### src/rtl/drive_mode_ctrl.sv
// Driving-mode controller for the simulated car: power-on hold detection, five-state
// driving FSM, latched travel direction, idle auto power-off and a saturating odometer.
//
// state        | meaning
// -------------+------------------------------------------------------------
// ST_OFF       | powered down; waits for a fresh, held press of the power button
// ST_ON        | powered, idle; times out back to ST_OFF unless manual mode chosen
// ST_NOT_START | manual mode selected, engine not started
// ST_START     | engine started, car stationary
// ST_MOVING    | car moving in the latched direction
module drive_mode_ctrl #(
   parameter int POWER_HOLD_CYCLES = 100000000,
   parameter int IDLE_CYCLES       = 1000000000,
   parameter int MILE_TICK_CYCLES  = 100000000,
   parameter int MILE_W            = 16
) (
   input  logic              sys_clk,
   input  logic              rst,
   input  logic              power_on_signal,
   input  logic              power_off_signal,
   input  logic              manual_driving_signal,
   input  logic              throttle_signal,
   input  logic              clutch_signal,
   input  logic              brake_signal,
   input  logic              reverse_signal,
   input  logic              turn_left_signal,
   input  logic              turn_right_signal,
   input  logic              mileage_clr,
   output logic [3:0]        state_code,
   output logic [3:0]        cmd,
   output logic [MILE_W-1:0] mileage,
   output logic              idle_off_pulse
);

   localparam int HOLD_W = (POWER_HOLD_CYCLES > 1) ? $clog2(POWER_HOLD_CYCLES) : 1;
   localparam int IDLE_W = (IDLE_CYCLES > 1) ? $clog2(IDLE_CYCLES) : 1;
   localparam int TICK_W = (MILE_TICK_CYCLES > 1) ? $clog2(MILE_TICK_CYCLES) : 1;

   localparam logic [HOLD_W-1:0] HOLD_LAST = HOLD_W'(POWER_HOLD_CYCLES - 1);
   localparam logic [IDLE_W-1:0] IDLE_LAST = IDLE_W'((IDLE_CYCLES > 0) ? IDLE_CYCLES - 1 : 0);
   localparam logic [TICK_W-1:0] TICK_LAST = TICK_W'(MILE_TICK_CYCLES - 1);
   localparam logic [MILE_W-1:0] MILE_MAX  = '1;
   localparam logic              IDLE_EN   = (IDLE_CYCLES != 0);

   typedef enum logic [3:0] {
      ST_OFF       = 4'd0,
      ST_ON        = 4'd1,
      ST_NOT_START = 4'd2,
      ST_START     = 4'd3,
      ST_MOVING    = 4'd4
   } state_t;

   state_t              state_q, state_d;
   logic                arm_q, arm_d;
   logic                dir_q, dir_d;
   logic [HOLD_W-1:0]   hold_q, hold_d;
   logic [IDLE_W-1:0]   idle_q, idle_d;
   logic [TICK_W-1:0]   tick_q, tick_d;
   logic [MILE_W-1:0]   mile_q, mile_d;
   logic [3:0]          cmd_q, cmd_d;
   logic [1:0]          turn;
   logic                idle_fire;

   always_ff @(posedge sys_clk or negedge rst) begin
      if (!rst) begin
         state_q <= ST_OFF;
         arm_q   <= 1'b0;
         dir_q   <= 1'b0;
         hold_q  <= '0;
         idle_q  <= '0;
         tick_q  <= '0;
         mile_q  <= '0;
         cmd_q   <= '0;
      end else begin
         state_q <= state_d;
         arm_q   <= arm_d;
         dir_q   <= dir_d;
         hold_q  <= hold_d;
         idle_q  <= idle_d;
         tick_q  <= tick_d;
         mile_q  <= mile_d;
         cmd_q   <= cmd_d;
      end
   end

   always_comb begin
      state_d   = state_q;
      arm_d     = arm_q;
      hold_d    = hold_q;
      idle_d    = '0;
      dir_d     = dir_q;
      idle_fire = 1'b0;
      case (state_q)
         ST_OFF: begin
            // arm only after a release so a press still held from before cannot re-power
            if (!power_on_signal) begin
               arm_d  = 1'b1;
               hold_d = '0;
            end else if (arm_q) begin
               if (hold_q == HOLD_LAST) begin
                  state_d = ST_ON;
                  hold_d  = '0;
                  arm_d   = 1'b0;
               end else begin
                  hold_d = hold_q + 1'b1;
               end
            end
         end
         ST_ON: begin
            if (manual_driving_signal) begin
               state_d = ST_NOT_START;
            end else if (IDLE_EN && idle_q == IDLE_LAST) begin
               state_d   = ST_OFF;
               idle_fire = 1'b1;
            end else if (IDLE_EN) begin
               idle_d = idle_q + 1'b1;
            end
         end
         ST_NOT_START: begin
            if (throttle_signal && clutch_signal && !brake_signal) state_d = ST_START;
            else if (throttle_signal && !clutch_signal)            state_d = ST_OFF;
         end
         ST_START: begin
            if (brake_signal) begin
               state_d = ST_NOT_START;
            end else if (throttle_signal && !clutch_signal) begin
               state_d = ST_MOVING;
               dir_d   = reverse_signal;
            end
         end
         ST_MOVING: begin
            if (!clutch_signal && (reverse_signal != dir_q)) state_d = ST_OFF;
            else if (brake_signal)                           state_d = ST_NOT_START;
            else if (clutch_signal || !throttle_signal)      state_d = ST_START;
         end
         default: state_d = ST_OFF;
      endcase
      if (power_off_signal && state_q != ST_OFF) begin
         state_d   = ST_OFF;
         idle_fire = 1'b0;
      end
   end

   always_comb begin
      turn  = {turn_right_signal, turn_left_signal} &
              {2{~(turn_right_signal & turn_left_signal)}};
      cmd_d = '0;
      if (state_q == ST_START)       cmd_d = {turn, 2'b00};
      else if (state_q == ST_MOVING) cmd_d = {turn, dir_q, ~dir_q};
   end

   always_comb begin
      tick_d = tick_q;
      mile_d = mile_q;
      if (mileage_clr) begin
         tick_d = '0;
         mile_d = '0;
      end else if (state_q == ST_MOVING) begin
         if (tick_q == TICK_LAST) begin
            tick_d = '0;
            if (mile_q != MILE_MAX) mile_d = mile_q + 1'b1;
         end else begin
            tick_d = tick_q + 1'b1;
         end
      end
   end

   assign state_code     = state_q;
   assign cmd            = cmd_q;
   assign mileage        = mile_q;
   assign idle_off_pulse = idle_fire;

endmodule

### config.mk
export PLATFORM = sky130hd
export DESIGN_NAME = drive_mode_ctrl
export DESIGN_NICKNAME = d
export VERILOG_FILES = /design/src/rtl/drive_mode_ctrl.sv
export SDC_FILE = /design/constraint.sdc
export NUM_CORES = 1
export LEC_CHECK = 0
export ABC_AREA = 1
export CAP_MARGIN = 20
export CORE_MARGIN = 4
export CORE_UTILIZATION = 55
export DETAILED_ROUTE_END_ITERATION = 6
export PLACE_DENSITY = 0.84
export SYNTH_ARGS = -nofsm -noshare
export SYNTH_HDL_FRONTEND = slang
export SYNTH_SLANG_ARGS = --single-unit
### constraint.sdc
create_clock -name sys_clk -period 1.7 [get_ports sys_clk]
set_input_delay 0.34 -clock sys_clk [delete_from_list [all_inputs] [get_ports sys_clk]]
set_output_delay 0.34 -clock sys_clk [all_outputs]
set_load 0.02 [all_outputs]
==> impl_metrics.toml <==
[status]
status = "finished with violations"
violations = "DRC, setup timing"

[routing]
firstDrtPassIters = 7
antenna_left = 0
drc = 1
vias = 7360
wirelength_um = 20500
via_per_inst = 5.61
first_iter_violations = 719
wire_per_inst_um = 15.6

[job]
drv_cap = 0

[timing]
finalSetupViolations = 20
slew_viol_final = 0
layout_setup_ws_ns = -0.399
fin_setup_tns_ns = -0.643
layout_min_cycle_time_ns = 2.10
hold_viol = 0
finalCritPeriodShare_pct = 123
whs_ns = 0.421
fmax_mhz = 477
finalClockSkew_ns = 0.00963
rsz0062_at_grt = "yes"

[synth]
syn_avg_cell_area_um2 = 7.12
ys.flop_type = "dfrtp_1"
synthCells = 963
synth.top_cells.by_count = "nand2_1 (242), nor2_1 (168), dfrtp_1 (109)"
syn_area_um2 = 6850
yosysTopAreaCell = "dfrtp_1"
synthTopCellsByArea = "dfrtp_1 (40%), nand2_1 (13%), nor2_1 (9.2%), inv_1 (5.5%), nand3_1 (5.2%)"
synth_cell_types = 46
yosysSeqAreaShare_pct = 39.8
synth.ff_latch_count = 109
synth_most_common_cell = "nand2_1"
synth_edf_count = 0
yosysWarnings = 0
syn_nets = 979
synth_top_area_share_pct = 39.8
synthArstFlopShare_pct = 100

[clock_network]
clockBufferDepth = 2
clkSlewWorstSetupHoldPaths_ns = 0.07
ctsRootBufferMaster = "clkbuf_16"
cts.sinks = 109
insertion_delay_ns = 0.36
tritoncts.num_buffers = 9
cts_tree = "done"
htree_num_levels = 3

[setup_path]
arrival_ns = 1.76
worst-path-max-fanout = 2
end_kind = "output pin"
worstSetupStartpointType = "flip-flop"
crit_type = "flip-flop to output pin"
required_ns = 1.36
rrSetupSlack_ns = -0.04

[global_routing]
antenna_found_initial = 0
grt_usage_pct = 24.8
grt_max_degree = 39
grt_pass1_wl_um = 29600
first_global_vias = 6608
grt.overflow.total = 0

[placed_design]
post-place-ws_ns = -0.421
place_congestion = 0.923
dpl_cell_area_um2 = 8270
dp_hpwl_um = 12900
dp.cells = 1271
port_buffers = 35

[power_and_ir_drop]
power_density_nw_per_um2 = 554
p_leak_nw = 4.20
ir_drop_v = 0.000703
power_mw = 5.09

[finish]
final_util_pct = 75.8
stdcell_count = 1311
layout.nets = 1155
areaGrowthSynthToFinish_pct = 33.9
layout-drive-gt1-share_pct = 25.9
nFillCells = 789
n_antenna_cell = 0
stdcell_area_um2 = 9180

[floorplan]
start_util_pct = 56.6
die_x_um = 120
rows = 40
core_area_um2 = 12100
fp.dieH_um = 120
fp.dieArea_um2 = 14300
ios = 37

[min_path]
min_path_type = "input pin to asynchronous set/reset pin"
-- logic make-up after synthesis --
family,synth area share (%)
xor+xnor,4.86
compound gates,4.64
simple gates,42.0
flops,39.8
fa+ha+maj,0.730
other cells,0.0547
buf+inv,7.87
-- layer usage --
layer / wire (um) / track usage (%)
met3: 1570 / 5.14
met1: 8030 / 32.4
met4: 722 / 6.73
met5: 0 / 0
met2: 10200 / 42.0
-- power by group --
part | internal (mW) | total (mW) | switching, mW
clock | 0.990 | 1.97 | 0.985
combinational | 0.185 | 0.455 | 0.271
sequential | 2.62 | 2.66 | 0.0355
-- critical path: stages (launching register included) --
cell	delay [ns]
dfrtp_1	0.40
ha_4	0.17
nand2_4	0.06
nor2_4	0.10
nand2_2	0.07
inv_1	0.10
nand4_1	0.16
nor4_4	0.15
buf_4	0.17
-- final cells by class --
type                       count  area (um^2)  share of cell area [%]
inverter                     111          434                    4.73
clock inverter                 5         38.8                   0.423
sequential                   109         2730                    29.8
tap                          168          210                    2.29
timing repair buffer         177         1540                    16.8
clock buffer                  10          229                    2.49
multi-input combinational    730         3980                    43.4
timing repair inverter         1         7.51                  0.0818
-- repair_timing --
| action | CTS | global route |
|---|---|---|
| hold buffers | 1 | 0 |
| pin swaps | 6 | 31 |
| cloned | 0 | 2 |
| gates resized for setup | 37 | 104 |
| buffers inserted | 3 | 19 |
| endpoints found under the hold margin | 17 | 0 |
| endpoints found under the setup margin | 53 | 100 |
-- layout by cell type, fill, tap and decap left out, types with 5 or more instances in the layout --
cell type / count
dlygate4sd2_1: 19
nor3_4: 5
nor2_1: 154
clkdlybuf4s50_1: 14
nor3_1: 39
nand3_2: 8
xnor2_1: 10
buf_6: 9
clkbuf_16: 10
clkinvlp_4: 5
buf_4: 124
buf_12: 7
a21oi_1: 20
inv_1: 95
nor3_2: 17
nand2_2: 30
xor2_1: 28
nand3_1: 63
nand4_1: 26
inv_2: 11
o21ai_0: 13
nor2_2: 15
nand2_4: 5
nand2_1: 231
nor2_4: 16
dfrtp_1: 106
-- worst paths after layout --
check,from,endpoint,depth (start not counted)
worst max-delay path,idle_q[0]$_DFF_PN0_,idle_off_pulse,8
worst min-delay path,rst,cmd[2]$_DFF_PN0_,2
worst max register to register,idle_q[14]$_DFF_PN0_,idle_q[22]$_DFF_PN0_,10
worst min register to register,tick_q[26]$_DFFE_PN0P_,tick_q[26]$_DFFE_PN0P_,2
max in group asynchronous,rst,hold_q[14]$_DFFE_PN0P_,3
min in group sys_clk,tick_q[26]$_DFFE_PN0P_,tick_q[26]$_DFFE_PN0P_,2
-- sequential cells by signal, summed over array words and instances (netlist names) --
name / flops
state_code: 3
cmd: 4
mileage: 16
hold_q: 27
idle_q: 30
dir_q: 1
tick_q: 27
arm_q: 1
Note: power is estimated with default switching activity, not from simulation.
